`src/rtl/pipeline_hazard_ctrl.sv`:
```
// Pipeline hazard controller: stall/flush enables for load-use, branch,
// multi-cycle EXE and data-memory wait, with stall accounting and timeout.
module pipeline_hazard_ctrl #(
  parameter int MAX_WAIT = 255
) (
  input  logic       clk,
  input  logic       rst,
  input  logic [4:0] id_src1,
  input  logic [4:0] id_src2,
  input  logic       id_use1,
  input  logic       id_use2,
  input  logic [4:0] ex_dest,
  input  logic       ex_mem_read,
  input  logic       br_taken,
  input  logic       ex_multi_start,
  input  logic [3:0] ex_multi_cycles,
  input  logic       dmem_busy,
  output logic       pc_en,
  output logic       ifid_en,
  output logic       idex_en,
  output logic       exmem_en,
  output logic       ifid_flush,
  output logic       idex_flush,
  output logic       exmem_flush,
  output logic [1:0] state,
  output logic [15:0] stall_cnt,
  output logic       mem_timeout
);

  localparam int WAIT_W =
    ($clog2(MAX_WAIT + 1) > 8) ? $clog2(MAX_WAIT + 1) : 8;

  localparam logic [1:0] RUN     = 2'd0;
  localparam logic [1:0] MULTI   = 2'd1;
  localparam logic [1:0] MEMWAIT = 2'd2;

  // {pc, ifid, idex, exmem enables, ifid, idex, exmem flushes}
  localparam logic [6:0] P_DEF   = 7'b1111_000;
  localparam logic [6:0] P_FRZ   = 7'b0000_000;
  localparam logic [6:0] P_LU    = 7'b0011_010;
  localparam logic [6:0] P_BR    = 7'b1111_110;
  localparam logic [6:0] P_MHOLD = 7'b0001_001;

  logic [1:0]        state_nx;
  logic [3:0]        cnt;
  logic [3:0]        cnt_nx;
  logic [WAIT_W-1:0] wait_cnt;
  logic [WAIT_W-1:0] wait_nx;
  logic [6:0]        prof;
  logic              hazard;
  logic              multi_go;

  assign hazard = ex_mem_read && (ex_dest != 5'd0) &&
                  ((id_use1 && (id_src1 == ex_dest)) ||
                   (id_use2 && (id_src2 == ex_dest)));

  assign multi_go = ex_multi_start && (ex_multi_cycles >= 4'd2);

  always_comb begin
    prof     = P_DEF;
    state_nx = RUN;
    cnt_nx   = cnt;
    unique case (state)
      RUN, MEMWAIT: begin
        if (dmem_busy) begin
          prof     = P_FRZ;
          state_nx = MEMWAIT;
        end else if (multi_go) begin
          prof     = P_MHOLD;
          cnt_nx   = ex_multi_cycles - 4'd2;
          state_nx = MULTI;
        end else if (br_taken) begin
          prof = P_BR;
        end else if (hazard) begin
          prof = P_LU;
        end
      end
      MULTI: begin
        if (dmem_busy) begin
          prof     = P_FRZ;
          state_nx = MULTI;
        end else if (cnt != 4'd0) begin
          prof     = P_MHOLD;
          cnt_nx   = cnt - 4'd1;
          state_nx = MULTI;
        end
      end
      default: ;
    endcase
    if (rst) prof = P_DEF;
  end

  assign {pc_en, ifid_en, idex_en, exmem_en,
          ifid_flush, idex_flush, exmem_flush} = prof;

  always_comb begin
    wait_nx = '0;
    if (dmem_busy)
      wait_nx = (&wait_cnt) ? wait_cnt : wait_cnt + WAIT_W'(1);
  end

  always_ff @(posedge clk) begin
    if (rst) begin
      state       <= RUN;
      cnt         <= 4'd0;
      wait_cnt    <= '0;
      stall_cnt   <= 16'd0;
      mem_timeout <= 1'b0;
    end else begin
      state    <= state_nx;
      cnt      <= cnt_nx;
      wait_cnt <= wait_nx;
      // Flag on the edge that completes the MAX_WAIT-th busy cycle.
      if (dmem_busy && (wait_nx == WAIT_W'(MAX_WAIT)))
        mem_timeout <= 1'b1;
      if (!pc_en && (stall_cnt != 16'hFFFF))
        stall_cnt <= stall_cnt + 16'd1;
    end
  end

endmodule

```
`config.mk`:
```
export PLATFORM = sky130hd
export DESIGN_NAME = pipeline_hazard_ctrl
export DESIGN_NICKNAME = d
export VERILOG_FILES = /design/src/rtl/pipeline_hazard_ctrl.sv
export SDC_FILE = /design/constraint.sdc
export NUM_CORES = 1
export LEC_CHECK = 0
export ABC_CLOCK_PERIOD_IN_PS = 2500
export CORE_UTILIZATION = 40
export CTS_CLUSTER_DIAMETER = 30
export DETAILED_ROUTE_END_ITERATION = 16
export PLACE_DENSITY = 0.65
export RECOVER_POWER = 50
export SLEW_MARGIN = 20
export SYNTH_ARGS = -nofsm -noshare
export SYNTH_HDL_FRONTEND = slang
export SYNTH_SLANG_ARGS = --single-unit
```
`constraint.sdc`:
```
create_clock -name clk -period 2.5 [get_ports clk]
set_input_delay 0.5 -clock clk [delete_from_list [all_inputs] [get_ports clk]]
set_output_delay 0.5 -clock clk [all_outputs]
set_load 0.05 [all_outputs]
```
# After elaboration in Yosys (flattened, before gate mapping)
# Index checks and enable logic that the tools add are counted.
# classes
add_sub_neg,4
magnitude_cmp,1
eq_ne,10
n_mux,20
n_reduce_logical,16
# ops
operator,n
$mux 7,7
$add 16x1->16 const B,1
$mux 4,4
$mux 8,2
$ne 16x16->1 const B,1
$pmux 7 s2,1
$eq 5x5->1,2
$add 8x1->8 const B,1
$eq 8x8->1 const B,1
$ne 2x2->1 const B,4
$pmux 4 s2,1
$reduce_and 8->1,1
$logic_and 1x1->1,7
$reduce_and 5->1,1
$reduce_bool 5->1,1
$ge 4x2->1 const B,1
$pmux 2 s2,1
$reduce_bool 4->1,1
$sub 4x1->4 const B,1
$sub 4x2->4 const B,1
$mux 1,3
$eq 2x1->1 const B,1
$eq 2x2->1 const B,1
$logic_not 2->1,1
other kinds (5),5
# totals
regBits,31
input_bits,27
out_inout_bits,26
wordCells,56

# Longest topological paths before layout
# Gate-level depths: netlist of the first run.
# depth
word_depth,12
mapped_depth,10
ltp_nobuf,8

# Least setup slack after synthesis of the first run
# Ideal clock, no wire load.
# synth_timing
kind,input-to-output
startpoint,in ex_dest[1]
endpoint,out pc_en
arrival_ps,1958
required_time_ps,2000
path_slack_ps,42
stages,7
cell_sequence,or4_1 -> o21ai_2 -> nor4b_2 -> a21oi_2 -> buf_6 -> buf_8 -> buf_4
# synth_between
elab_chain_len,10
word_cells_on_any_way,14
cone_classes,eq/ne: 2; mux: 6; reduce/logical: 6
# synth_rtl
item,line_no,source
"start, declared",12,"input logic [4:0] ex_dest,"
"$eq 5x5->1, on equally long branches","54, 55",
"$logic_and 1x1->1, on equally long branches","54, 55",
$logic_or 1x1->1,54,((id_use1 && (id_src1 == ex_dest)) ||
$logic_and 1x1->1 *,53,assign hazard = ex_mem_read && (ex_dest != 5'd0) &&
$mux 7 *,74,end else if (hazard) begin
$mux 7 *,72,end else if (br_taken) begin
$mux 7 *,68,end else if (multi_go) begin
$mux 7 *,65,if (dmem_busy) begin
$pmux 7 s2 *,63,unique case (state)
$mux 7 *,90,if (rst) prof = P_DEF;
"end, declared",18,"output logic pc_en,"
# Mark *: on every way between the ends. The rest lies on a longest branch, timed or not.

# Final worst setup path of the first run
# layout_timing
startpoint,in ex_dest[2]
endpoint,out idex_flush
# layout_between
elab_chain_len,10
word_cells_on_any_way,14
cone_classes,eq/ne: 2; mux: 6; reduce/logical: 6
# layout_rtl
item,line_no,source
"$eq 5x5->1, on equally long branches","54, 55",
"$logic_and 1x1->1, on equally long branches","54, 55",
$logic_or 1x1->1,54,
$logic_and 1x1->1 *,53,
$mux 7 *,74,
$mux 7 *,72,
$mux 7 *,68,
$mux 7 *,65,
$pmux 7 s2 *,63,
$mux 7 *,90,
"end, declared",23,"output logic idex_flush,"
# Marked as above.

==> results of run 1 <==
[sequential cells by signal, summed over array words and instances (netlist names)]
signal and flops:
stall_cnt 16, wait_cnt 8, cnt 4, state 2, mem_timeout 1
[per-stage QoR]
stage / setup TNS, ns / total power, uW / area (um2) / instances / worst slack [ns]
2_1_floorplan: 0 / 673 / 1940 / 233 / 0.0423
3_3_place_gp: -1.82 / 800 / 2670 / 344 / -0.186
3_5_place_dp: -1.95 / 804 / 2670 / 344 / -0.196
4_1_cts: 0 / 1260 / 2820 / 355 / 0.0216
5_1_grt: -0.00524 / 1300 / 2830 / 355 / -0.00524
6_report: 0 / 1250 / 2830 / 355 / 0.0417
[power by group]
| group | internal, uW | switching (uW) | total, uW | leakage [uW] |
|---|---|---|---|---|
| logic | 147 | 138 | 285 | 0.000810 |
| registers | 504 | 16.0 | 520 | 0.000251 |
| clock network | 251 | 190 | 441 | 0.0000515 |
[worst max path at each step]
stage | startpoint | end | slack [ns] | depth (start not counted)
after floorplan | ex_dest[1] | pc_en | 0.04 | 7
after global placement | ex_dest[1] | pc_en | -0.19 | 7
final | ex_dest[2] | idex_flush | 0.04 | 6
after global routing | ex_dest[2] | idex_flush | -0.005 | 6
after detailed placement | ex_dest[3] | pc_en | -0.20 | 7
after CTS | rst | exmem_en | 0.02 | 6
[synthesized netlist by cell type (3+ instances only)]
master     n
a21oi_1   15
o41ai_1    5
nor3_1     6
xnor2_1   11
or4_1      8
inv_1      8
buf_2      3
a21oi_2    3
o31ai_1    4
dfxtp_1   31
nand3_1   12
nor2_1    20
o21ai_0    5
nand4_1    3
o311ai_1   7
nor2b_1    6
nand2_1   21
and3_1     6
mux2i_1    3
nor3b_1    3
ha_1       4
[cell families (layout without fill, tap and decap cells)]
| kind of cell | Yosys count | in the layout | synth area share [%] |
|---|---|---|---|
| fa+ha+maj | 4 | 4 | 2.58 |
| buf+inv | 21 | 91 | 6.58 |
| xor+xnor | 13 | 13 | 5.87 |
| mux | 6 | 6 | 3.68 |
| compound gates | 54 | 54 | 19.5 |
| flops | 31 | 31 | 32.0 |
| simple gates | 104 | 104 | 29.9 |
[layer usage]
| metal | vias up | wire length [um] | GRT usage [%] | part of all wire, % |
|---|---|---|---|---|
| met3 | 10 | 161 | 3.38 | 3.3 |
| met4 | 0 | 94 | 7.84 | 1.9 |
| met1 | 901 | 2320 | 24.8 | 47 |
| met5 | - | 0 | 0 | 0 |
| li1 | 999 | - | - | - |
| met2 | 42 | 2310 | 32.5 | 47 |
[cell type report]
class / count / area share [%]
Multi-Input combinational cell: 181 / 44.2
Sequential cell: 31 / 21.9
Timing Repair Buffer: 74 / 26.9
Inverter: 9 / 1.19
Clock buffer: 8 / 3.53
Tap cell: 52 / 2.30
[worst reg2reg max path, cell delays in order, from the launching register on]
cell	delay, ns
dfxtp_1	0.41
inv_2	0.07
ha_4	0.17
nor4b_2	0.16
o21ai_1	0.12
nor4b_2	0.23
a21oi_2	0.11
buf_12	0.15
buf_4	0.15
buf_12	0.14
or4_1	0.51
nand2_1	0.07
[timing repair]
action                                  CTS  global route
pin swaps                                 9             1
buffers inserted                          3             0
endpoints found under the setup margin    5             9
gates resized for setup                  17             8
==> results by group, run 1 <==
Critical path
  • RR Startpoint: cnt[0]
  • CP cell instances: clkdlybuf4s15_1 > or4_4 > o21ai_4 > and2b_1 > o21a_1 > buf_12
  • Kind of critical path: in2out
  • Required @ worst endpoint: 2.00 ns
  • Crit path max-delay family: simple AND/OR/NAND/NOR gates
  • R2R Setup Slk: around 0.16 ns
  • Critical path buffers and inverters: 2
  • Crit-path slowest cell: or4_4
  • FF-to-FF path depth: 11
  • Slowest cell delay on critical path: roughly 0.55 ns
  • R2r endpoint: stall_cnt[10]
  • Crit path arrival time: around 2 ns
  • Startpoint types: input port
  • Crit. End Element: primary output
  • Maximum net fanout on the critical path: 2

Route
  • DRT Pass-1 Iters: 4
  • Routed wire per std cell: 13.7 um
  • Initial DRC count: between 90 and 100
  • Post-route DRC: 0
  • Vias: roughly 2.0k
  • Detailed Route WL: about 5 mm
  • Vias per std cell: roughly 5.5
  • Number of antenna-violating nets in the routed design: 0

Synth
  • Synth top area share: around a third
  • Ranking of synthesized cells by area: dfxtp_1 32%, xnor2_1 5.0%, nand2_1 4.1%
  • Synth cell types: slightly below 60
  • Yosys warnings: 0
  • Sequential area share after synthesis: 32.0%
  • Post-synthesis register bit count: 31
  • Avg Cell Area, Syn: between 8 and 9 um2
  • Asr flop ratio synth: 0%
  • Top FF cell, synth: dfxtp_1
  • Post-synth top area cell: dfxtp_1
  • Synthesized instance count: about 230
  • EDFF count, synth: 0
  • Post-synthesis cell area: slightly below 2000 um2
  • Post-Syn Nets: between 200 and 300

Global routing
  • Total GRT Usage: 19.4%
  • Vias in the first global route: roughly 1.8k
  • First-pass GRT wire length: 7.98 mm
  • Largest net degree at the start of global routing: 20
  • Initial antenna violation count: 0
  • Remaining Overflow, GRT: 0

Finish
  • Most common cell after layout, fill and taps aside: dfxtp_1
  • # fillers: 397
  • Final Util: between 60% and 70%
  • Layout net count: 333
  • Area growth syn-to-layout: 46.0%
  • Most frequent cells in the layout: 31 x dfxtp_1, 22 x clkdlybuf4s50_1, 21 x nand2_1
  • Reg area: just over 600 um2
  • Share of cells above drive strength 1: 18.2%
  • Area of the multi-input gates: 1250 um2
  • Diode count: 0

Timing
  • Fmax: about 400 MHz
  • Max-slew violations: 0
  • Slew @ Worst Pin: between 0.6 and 0.7 ns
  • Fin. Hold Viols: 0
  • Worst rel slew slack: between 50 and 60%
  • Setup violators final: 0
  • Worst hold slack: between 0.4 and 0.5 ns
  • Min Clock Period, post-route: 2.46 ns
  • Worst clock skew: between 0.006 and 0.007 ns
  • Tcrit/Tclk final: a little over nine tenths

Floorplan
  • Starting Density: between 40% and 50%
  • # IOs: between 50 and 60
  • Core area: 4500 um2
  • Row cnt: 24
  • Chip width: around 70 um
  • Die H: between 70 and 80 um
  • Full die area: just over 5000 um2

Clocking
  • H-Tree Depth: 2
  • Clk slew on worst S/H paths: ~0.070 ns
  • CTS tree: built
  • Clock Root Buffer: clkbuf_8
  • Total CTS buffers: 5
  • Post-CTS Hold Fix Bufs: 0
  • Max Root-Sink Buffers: 2
  • Clock sink count: 31
  • Clk_lat worst skew: between 0.2 and 0.3 ns

Power
  • Static Leakage: around 0.0011 uW
  • VDD IR max: between 0.0002 and 0.0003 V
  • Power Dens Cells: about 440 nW/um2

Hold path
  • Hold Crit Depth: 1
  • Hold Crit Start: mem_timeout
  • Endpoint, Worst Hold: mem_timeout
  • HP Class: reg2reg

Placed design
  • Detailed Place HPWL: about 3.6 mm
  • IO buf count: 52
  • Routability Congestion: between 0.7 and 0.8

Run
  • Max-cap violations: 0

Outcome
  • Status: finished, final reports clean
Power figures use the tool's default switching activity.
==> run 2, diff against run 1 <==
--- a/config.mk
+++ b/config.mk
@@ -9,6 +9,7 @@
 export CORE_UTILIZATION = 40
 export CTS_CLUSTER_DIAMETER = 30
 export DETAILED_ROUTE_END_ITERATION = 16
+export HOLD_SLACK_MARGIN = 0.06
 export PLACE_DENSITY = 0.65
 export RECOVER_POWER = 50
 export SLEW_MARGIN = 20
==> results of run 2 <==
The final DEF is identical to that of run 1; final timing and power are the same.
